[config.mk]
export PLATFORM = sky130hd
export DESIGN_NAME = coin_acceptor_flat
export DESIGN_NICKNAME = d
export VERILOG_FILES = /design/src/rtl/vending_pkg.sv /design/src/rtl/coin_acceptor_if.sv /design/src/rtl/coin_debounce.sv /design/src/rtl/coin_acceptor.sv /design/src/flat_wrapper.sv
export SDC_FILE = /design/constraint.sdc
export NUM_CORES = 1
export LEC_CHECK = 0
export ABC_AREA = 1
export BUFFER_PORTS_ARGS = -buffer_cell sky130_fd_sc_hd__buf_2
export CAP_MARGIN = 10
export CELL_PAD_IN_SITES_DETAIL_PLACEMENT = 1
export CELL_PAD_IN_SITES_GLOBAL_PLACEMENT = 2
export CORE_AREA = 4 4 103 105
export CTS_BUF_LIST = sky130_fd_sc_hd__clkbuf_4 sky130_fd_sc_hd__clkbuf_8
export CTS_CLUSTER_DIAMETER = 50
export DETAILED_ROUTE_END_ITERATION = 8
export DIE_AREA = 0 0 107 109
export PLACE_DENSITY = 0.66
export SYNTH_ARGS = -nofsm -noshare
export SYNTH_HDL_FRONTEND = slang
export SYNTH_SLANG_ARGS = --single-unit
[constraint.sdc]
create_clock -name clk -period 3.7 [get_ports clk]
set_input_delay 0 -clock clk [delete_from_list [all_inputs] [get_ports clk]]
set_output_delay 0 -clock clk [all_outputs]
set_load 0.005 [all_outputs]
[src/rtl/vending_pkg.sv]
// Coin codes shared between the coin acceptor and the vending FSM.
package vending_pkg;

    typedef logic [1:0] coin_code_t;

    localparam coin_code_t COIN_NONE = 2'b00;
    localparam coin_code_t COIN_5    = 2'b01;
    localparam coin_code_t COIN_10   = 2'b10;

    // FIFO entries store only the denomination: 0 = 5 rs, 1 = 10 rs.
    function automatic coin_code_t entry_to_code(input logic is_ten);
        return is_ten ? COIN_10 : COIN_5;
    endfunction

endpackage

[src/rtl/coin_acceptor_if.sv]
// Downstream coin handshake between the coin acceptor and the vending FSM.
interface coin_acceptor_if;
    import vending_pkg::*;

    coin_code_t coin_code;
    logic       accept_en;

    modport master (output coin_code, input accept_en);
    modport slave  (input coin_code, output accept_en);

endinterface

[src/rtl/coin_debounce.sv]
// One sensor line: two-flop synchroniser, debounce counter, rising-edge strobe
// and stuck-high detection.
module coin_debounce #(
    parameter int DEBOUNCE_CYCLES = 16,
    parameter int STUCK_CYCLES    = 4096
) (
    input  logic clk,
    input  logic rst,
    input  logic raw,
    output logic rise,
    output logic stuck
);

    localparam int DB_W = $clog2(DEBOUNCE_CYCLES);
    localparam int ST_W = $clog2(STUCK_CYCLES + 1);
    localparam logic [DB_W-1:0] DB_LAST  = DB_W'(DEBOUNCE_CYCLES - 1);
    localparam logic [ST_W-1:0] ST_LIMIT = ST_W'(STUCK_CYCLES);

    logic            sync1_q, sync2_q;
    logic            level_q, level_d;
    logic [DB_W-1:0] cnt_q, cnt_d;
    logic            rise_q, rise_d;
    logic [ST_W-1:0] stuck_cnt_q, stuck_cnt_d;

    // The level flips only after DEBOUNCE_CYCLES consecutive disagreeing samples.
    always_comb begin
        level_d     = level_q;
        cnt_d       = '0;
        stuck_cnt_d = '0;
        if (sync2_q != level_q) begin
            if (cnt_q == DB_LAST) begin
                level_d = ~level_q;
            end else begin
                cnt_d = cnt_q + DB_W'(1);
            end
        end
        rise_d = level_d & ~level_q;
        if (level_q) begin
            stuck_cnt_d = (stuck_cnt_q == ST_LIMIT) ? stuck_cnt_q : stuck_cnt_q + ST_W'(1);
        end
    end

    always_ff @(posedge clk or posedge rst) begin
        if (rst) begin
            sync1_q     <= 1'b0;
            sync2_q     <= 1'b0;
            level_q     <= 1'b0;
            cnt_q       <= '0;
            rise_q      <= 1'b0;
            stuck_cnt_q <= '0;
        end else begin
            sync1_q     <= raw;
            sync2_q     <= sync1_q;
            level_q     <= level_d;
            cnt_q       <= cnt_d;
            rise_q      <= rise_d;
            stuck_cnt_q <= stuck_cnt_d;
        end
    end

    assign rise  = rise_q;
    assign stuck = (stuck_cnt_q == ST_LIMIT);

endmodule

[src/rtl/coin_acceptor.sv]
// Coin front end: debounces both sensors, rejects ambiguous or faulty events and
// buffers accepted coins in a small FIFO drained one code per cycle.
module coin_acceptor
    import vending_pkg::*;
#(
    parameter int DEBOUNCE_CYCLES = 16,
    parameter int STUCK_CYCLES    = 4096,
    parameter int FIFO_DEPTH      = 4
) (
    input  logic                         clk,
    input  logic                         rst,
    input  logic                         coin5_raw,
    input  logic                         coin10_raw,
    coin_acceptor_if.master              cif,
    output logic                         coin_reject,
    output logic                         coin_inhibit,
    output logic                         fault,
    output logic [$clog2(FIFO_DEPTH):0]  fifo_count
);

    localparam int AW    = $clog2(FIFO_DEPTH);
    localparam int PTR_W = AW + 1;

    logic ev5, ev10, stuck5, stuck10;

    coin_debounce #(.DEBOUNCE_CYCLES(DEBOUNCE_CYCLES), .STUCK_CYCLES(STUCK_CYCLES)) u_deb5 (
        .clk(clk), .rst(rst), .raw(coin5_raw), .rise(ev5), .stuck(stuck5)
    );

    coin_debounce #(.DEBOUNCE_CYCLES(DEBOUNCE_CYCLES), .STUCK_CYCLES(STUCK_CYCLES)) u_deb10 (
        .clk(clk), .rst(rst), .raw(coin10_raw), .rise(ev10), .stuck(stuck10)
    );

    logic [FIFO_DEPTH-1:0] mem_q, mem_d;
    logic [PTR_W-1:0]      wr_ptr_q, wr_ptr_d, rd_ptr_q, rd_ptr_d;
    logic [PTR_W-1:0]      count, count_d;
    coin_code_t            coin_code_q, coin_code_d;
    logic                  reject_q, reject_d;
    logic                  inhibit_q, inhibit_d;
    logic                  fault_q, fault_d;
    logic                  full, empty, pop, single, push_req, push;

    assign count    = wr_ptr_q - rd_ptr_q;
    assign full     = (count == PTR_W'(FIFO_DEPTH));
    assign empty    = (count == '0);
    assign pop      = cif.accept_en & ~empty;
    assign single   = ev5 ^ ev10;
    assign push_req = single & ~fault_q;
    // A full FIFO still takes a coin when the head leaves on the same edge.
    assign push     = push_req & (~full | pop);

    always_comb begin
        mem_d       = mem_q;
        wr_ptr_d    = wr_ptr_q;
        rd_ptr_d    = rd_ptr_q;
        coin_code_d = COIN_NONE;
        if (push) begin
            mem_d[wr_ptr_q[AW-1:0]] = ev10;
            wr_ptr_d                = wr_ptr_q + PTR_W'(1);
        end
        if (pop) begin
            coin_code_d = entry_to_code(mem_q[rd_ptr_q[AW-1:0]]);
            rd_ptr_d    = rd_ptr_q + PTR_W'(1);
        end
        count_d   = wr_ptr_d - rd_ptr_d;
        fault_d   = fault_q | stuck5 | stuck10;
        reject_d  = (ev5 & ev10) | (single & fault_q) | (push_req & full & ~pop);
        inhibit_d = fault_d | (count_d == PTR_W'(FIFO_DEPTH));
    end

    always_ff @(posedge clk or posedge rst) begin
        if (rst) begin
            mem_q       <= '0;
            wr_ptr_q    <= '0;
            rd_ptr_q    <= '0;
            coin_code_q <= COIN_NONE;
            reject_q    <= 1'b0;
            inhibit_q   <= 1'b0;
            fault_q     <= 1'b0;
        end else begin
            mem_q       <= mem_d;
            wr_ptr_q    <= wr_ptr_d;
            rd_ptr_q    <= rd_ptr_d;
            coin_code_q <= coin_code_d;
            reject_q    <= reject_d;
            inhibit_q   <= inhibit_d;
            fault_q     <= fault_d;
        end
    end

    assign cif.coin_code = coin_code_q;
    assign coin_reject   = reject_q;
    assign coin_inhibit  = inhibit_q;
    assign fault         = fault_q;
    assign fifo_count    = count;

endmodule

[src/flat_wrapper.sv]
// flat-port wrapper written by rule: the top's interface ports become plain ports
module coin_acceptor_flat import vending_pkg::*;
#(
    parameter int DEBOUNCE_CYCLES = 16,
    parameter int STUCK_CYCLES    = 4096,
    parameter int FIFO_DEPTH      = 4
)
  (clk, rst, coin5_raw, coin10_raw, coin_reject, coin_inhibit, fault, fifo_count, cif_coin_code, cif_accept_en);
  coin_acceptor_if cif_i ();
  input  logic clk;
  input  logic rst;
  input  logic coin5_raw;
  input  logic coin10_raw;
  output logic coin_reject;
  output logic coin_inhibit;
  output logic fault;
  output logic [$clog2(FIFO_DEPTH):0] fifo_count;
  output wire logic [$bits(cif_i.coin_code)-1:0] cif_coin_code;
  input wire logic [$bits(cif_i.accept_en)-1:0] cif_accept_en;
  assign cif_coin_code = cif_i.coin_code;
  assign cif_i.accept_en = cif_accept_en;
  coin_acceptor #(.DEBOUNCE_CYCLES(DEBOUNCE_CYCLES), .STUCK_CYCLES(STUCK_CYCLES), .FIFO_DEPTH(FIFO_DEPTH)) u_core (.clk(clk), .rst(rst), .coin5_raw(coin5_raw), .coin10_raw(coin10_raw), .cif(cif_i), .coin_reject(coin_reject), .coin_inhibit(coin_inhibit), .fault(fault), .fifo_count(fifo_count));
endmodule
# After elaboration in Yosys (flattened, before gate mapping)
# Index checks and enable logic that the tools add are counted.
# op_classes
addsub,8
n_lt_le_gt_ge,3
n_eq_ne,10
mux,21
n_bitwise,22
reduce_logical,2
# ops
op,count
$mux W13,4
$add A13 B1 Y13 const B,2
$eq A13 B13 Y1 const B,2
$mux W4,4
$and A1 B1 Y1,9
$add A4 B1 Y4 const B,2
$eq A4 B4 Y1 const B,2
$add A3 B1 Y3 const B,2
$eq A3 B3 Y1 const B,2
$lt A2 B3 Y1 const B,2
$mux W1,6
$mux W3,2
$not A1 Y1,6
$or A1 B1 Y1,6
$sub A3 B3 Y3,2
$bwmux W4,1
$mux W2,2
$ne A2 B2 Y1 const B,2
$logic_not A3 Y1,1
$bmux W1 S2,1
$demux W1 S2,1
$ge A2 B1 Y1 const B,1
$ne A1 B1 Y1,2
$logic_and A1 B1 Y1,1
$xor A1 B1 Y1,1
# totals
register_bits,57
output_inout_bits,8

# Logic depth before layout (Yosys ltp)
# depth
word_depth,10
depth_mapped,19
mapped_depth_nobuf,19

# By module
# From an unflattened synthesis, not the netlist that was laid out.
# hier_totals
hier_cells,385
area_unflattened_um2,3146.8
# by_module_without_submodules
module,instances,cells_per_inst,area_each_um2
coin_debounce,2,138,1112.3
coin_acceptor,1,109,922.1

# Worst setup path before layout
# OpenSTA, ideal clock, no wires.
# synth_timing
kind,reg-to-reg
start,register u_core.wr_ptr_q[0]
end,register u_core.inhibit_q (netlist: u_core.coin_inhibit)
arrival_ns,2.551
t_required_ns,3.583
slack_ns,1.032
stages_incl_launch_ff,17
period_less_slack_ns,2.668
path_cell_list,dfrtp_1 inv_1 ha_1 fa_1 nand2_1 nor2_1 nand3_2 nand2_2 inv_1 o21ai_0 ha_1 a21oi_1 inv_1 nand3_1 nand3_1 nand3_1 nand2_1
# synth_between
elab_chain_len,10
elab_cells_between_ends,14
cone_classes,add/sub: 3; eq/ne: 2; mux: 2; bitwise: 6; reduce/logical: 1
# synth_lines
item,line,rtl
"start, declared",coin_acceptor.sv:35,"logic [PTR_W-1:0] wr_ptr_q, wr_ptr_d, rd_ptr_q, rd_ptr_d;"
"start signal, assigned",coin_acceptor.sv:82,wr_ptr_q <= wr_ptr_d;
$sub A3 B3 Y3,coin_acceptor.sv:43,assign count = wr_ptr_q - rd_ptr_q;
$logic_not A3 Y1,coin_acceptor.sv:45,assign empty = (count == '0);
$not A1 Y1,coin_acceptor.sv:46,assign pop = cif.accept_en & ~empty;
$and A1 B1 Y1,coin_acceptor.sv:46,
$or A1 B1 Y1,coin_acceptor.sv:50,assign push = push_req & (~full | pop);
$and A1 B1 Y1,coin_acceptor.sv:50,
$mux W3 (*),coin_acceptor.sv:57,if (push) begin
named net u_core.wr_ptr_d[1],coin_acceptor.sv:35,
$sub A3 B3 Y3 (*),coin_acceptor.sv:65,count_d = wr_ptr_d - rd_ptr_d;
$eq A3 B3 Y1 (*),coin_acceptor.sv:68,inhibit_d = fault_d | (count_d == PTR_W'(FIFO_DEPTH));
$or A1 B1 Y1 (*),coin_acceptor.sv:68,
named net u_core.inhibit_d,coin_acceptor.sv:39,"logic inhibit_q, inhibit_d;"
"end signal, assigned",coin_acceptor.sv:86,inhibit_q <= inhibit_d;
"end, declared",coin_acceptor.sv:39,
# The timed path passes the listed nets; every way through them passes the cells marked *.
# A chain may end at the register's enable or synchronous reset.

# Worst setup path after layout
# Ends and elaborated chain as after synthesis.

==> results.sh <==
export IMPL_critPathKind="register to register"
export IMPL_nets=376
export IMPL_rows=36
export IMPL_endpoint_kind="register"
export IMPL_synth_seq_cells=57
export IMPL_die_x_um=107
export IMPL_arrival_ns=3.22
export IMPL_p_sw_uw=453
export IMPL_outcome="finished clean"
export IMPL_clock_latency_ns=0.33
export IMPL_drcViolationCount=0
export IMPL_crit_fanout=6
export IMPL_grt_pass1_wl_um=11200
export IMPL_post_place_ws_ns=0.682
export IMPL_cts_tree="yes"
export IMPL_firstDrtPassIters=4
export IMPL_cp_start_kind="register"
export IMPL_synth_seq_area_share=0.496
export IMPL_antenna_found_initial=0
export IMPL_leakage_uw=0.00157
export IMPL_peakVddDrop_mv=0.146
export IMPL_crit_family="adder cells"
export IMPL_slew_viol_final=0
export IMPL_grt_pass1_vias=2409
export IMPL_fmax_mhz=335
export IMPL_slew_headroom=0.585
export IMPL_clockBufferDepth=2
export IMPL_timing_final_ws_setup_ns=0.711
export IMPL_p_int_uw=1030
export IMPL_syn_num_nets=352
export IMPL_finalWirelength_um=6210
export IMPL_nFillCells=1166
export IMPL_slowest_delay_ns=0.50
export IMPL_ys_types=27
export IMPL_cts_buffers=9
export IMPL_io_buffers=12
export IMPL_rsz0062_at_grt="false"
export IMPL_cts_sinks=57
export IMPL_ant_nets=0
export IMPL_core_um2=9640
export IMPL_gp_congestion=0.750
export IMPL_area_delta_synth_final_pct=14.7
export IMPL_drv_cap=0
export IMPL_avgSynthCellArea_um2=8.69
export IMPL_root_buffer="clkbuf_8"
export IMPL_wl_per_cell_um=12.6
export IMPL_cp_slowest_cell="fa_1"
export IMPL_vias_per_cell=4.52
export IMPL_num_vias=2226
export IMPL_postSynthCellCount=331
export IMPL_start_util=0.299
export IMPL_track_usage=0.123
export IMPL_switching_share=0.306
export IMPL_syn_area_um2=2880
export IMPL_crit_chain="inv_1 -> ha_1 -> fa_1 -> nand2_1 -> nor2_1 -> nand3_2 -> nand2_2 -> inv_1 -> o21ai_0 -> ha_1 -> a21oi_1 -> inv_1 -> nand3_1 -> nand3_1 -> nand3_1 -> nand2_1"
export IMPL_htreeDepth=3
export IMPL_pwr_share_comb=0.190
export IMPL_grt_max_degree=30
export IMPL_clkPwrFrac=0.347
export IMPL_setup_tns_ns=0
export IMPL_worst_pin_slew_ns=0.621
export IMPL_p_per_area_nw_per_um2=448
export IMPL_cts_resized=0
export IMPL_synth_warnings=0
export IMPL_grt_remaining_overflow=0
export IMPL_antenna_cells=0
export IMPL_ioPinCount=13
export IMPL_cts_hold_buf=4
export IMPL_die_h_um=109
export IMPL_clkSlewWorstSetupHoldPaths_ns=0.07
export IMPL_cp_buffers_inverters=3
export IMPL_period_share=0.808
export IMPL_min_path_type="input port to asynchronous set/reset pin"
export IMPL_dieArea_um2=11700
export IMPL_critical_path_required_ns=3.93
export IMPL_skew_ns=0.00836
export IMPL_drive_above_1_share=0.122
export IMPL_post_cts_setup_buffers=0
export IMPL_drtIter0Drc=41
export IMPL_seqPwrFrac=0.464
export IMPL_setup_viol=0
export IMPL_detailed_place_hpwl_um=4590
export IMPL_hold_viol=0
export IMPL_min_period_ns=2.99
-- Yosys cell counts --
master	count	area share
inv_1	60	0.078
dfrtp_1	57	0.50
nand2_1	44	0.057
nand3_1	33	0.057
nor2_1	26	0.034
o21ai_0	23	0.040
a21oi_1	16	0.028
ha_1	15	0.065
nand4_1	8	0.017
xor2_1	8	0.024
nor3_1	6	0.010
nor4_1	6	0.013
xnor2_1	6	0.018
nand2_2	4	0.0087
clkbuf_1	3	0.0039
nor2_2	3	0.0065
nand3_2	2	0.0070
or2_2	2	0.0043
a211oi_1	1	0.0026
a221oi_1	1	0.0030
a31oi_1	1	0.0022
a32oi_1	1	0.0030
clkbuf_2	1	0.0017
fa_1	1	0.0070
inv_2	1	0.0013
nand2_4	1	0.0039
nor3_4	1	0.0057
-- cell families after synthesis --
logic type / count (synthesis) / share of synthesized area
simple gates: 136 / 0.226
flops: 57 / 0.496
xor+xnor: 14 / 0.0426
compound gates: 43 / 0.0787
fa+ha+maj: 16 / 0.0722
buf+inv: 65 / 0.0852
-- tightest hold or removal path: cells and delay by family --
| kind | cells | cell delay, ns |
|---|---|---|
| buf+inv | 3 | 1.09 |
-- flip-flops by register name, summed over array words and instances, names as in the netlist, 2 cells and up --
signal                      flops
u_core.cif.coin_code            2
u_core.u_deb5.cnt_q             4
u_core.wr_ptr_q                 3
u_core.u_deb10.cnt_q            4
u_core.rd_ptr_q                 3
u_core.u_deb10.stuck_cnt_q     13
u_core.u_deb5.stuck_cnt_q      13
u_core.mem_q                    4
-- final timing paths --
kind,depth (start not counted),slack [ns],startpoint,end
max in group asynchronous,4,2.58,rst,u_core.u_deb5.stuck_cnt_q[8]
hold / removal,3,0.29,rst,u_core.u_deb10.sync1_q
hold reg to reg,0,0.35,u_core.u_deb5.sync1_q,u_core.u_deb5.sync2_q
setup reg to reg,16,0.71,u_core.wr_ptr_q[0],u_core.coin_inhibit
min in group clk,2,0.31,coin5_raw,u_core.u_deb5.sync1_q
setup / recovery,16,0.71,u_core.wr_ptr_q[0],u_core.coin_inhibit
-- layout make-up --
cell class,count,area [um^2],share of cell area
Tap cell,133,166,0.0504
Sequential cell,57,1430,0.432
Timing Repair Buffer,17,108,0.0326
Clock inverter,4,20.0,0.00606
Multi-Input combinational cell,209,1210,0.365
Clock buffer,12,146,0.0443
Inverter,61,229,0.0693
-- cells in the final DEF, fill, tap and decap left out --
| master | count |
|---|---|
| a211oi_1 | 1 |
| a21oi_1 | 16 |
| a221oi_1 | 1 |
| a31oi_1 | 1 |
| a32oi_1 | 1 |
| buf_2 | 12 |
| buf_4 | 1 |
| clkbuf_4 | 3 |
| clkbuf_8 | 9 |
| clkinv_2 | 4 |
| dfrtp_1 | 57 |
| dlygate4sd3_1 | 4 |
| fa_1 | 1 |
| ha_1 | 15 |
| inv_1 | 59 |
| inv_2 | 2 |
| nand2_1 | 44 |
| nand2_2 | 4 |
| nand2_4 | 1 |
| nand3_1 | 33 |
| nand3_2 | 2 |
| nand4_1 | 8 |
| nor2_1 | 26 |
| nor2_2 | 3 |
| nor3_1 | 6 |
| nor3_4 | 1 |
| nor4_1 | 6 |
| o21ai_0 | 23 |
| or2_2 | 2 |
| xnor2_1 | 6 |
| xor2_1 | 8 |
-- per-layer routing --
layer	global-route usage	vias up	part of all wire
met5	0	-	0
met4	0.0521	0	0.016
met3	0.0231	11	0.023
met1	0.159	1084	0.49
li1	-	1113	-
met2	0.202	18	0.48
-- power groups by stage --
stage	Clock, uW	Sequential (uW)	Combinational (uW)
after CTS	539	687	291
after global routing	569	691	334
final	513	687	281
after detailed placement	0	699	286
after global placement	0	698	274
after floorplan	0	693	197
-- metrics by stage --
stage	hold WS, ns	utilization	total power [uW]	instances	instance area (um^2)
after global routing	0.318	0.343	1590	493	3300
after detailed placement	0.110	0.321	985	473	3100
after floorplan	0.0314	-	890	331	2880
final	0.287	0.343	1480	493	3300
after global placement	0.109	0.321	973	473	3100
after CTS	0.281	0.343	1520	493	3300
Note: power is estimated with default switching activity, not from simulation.
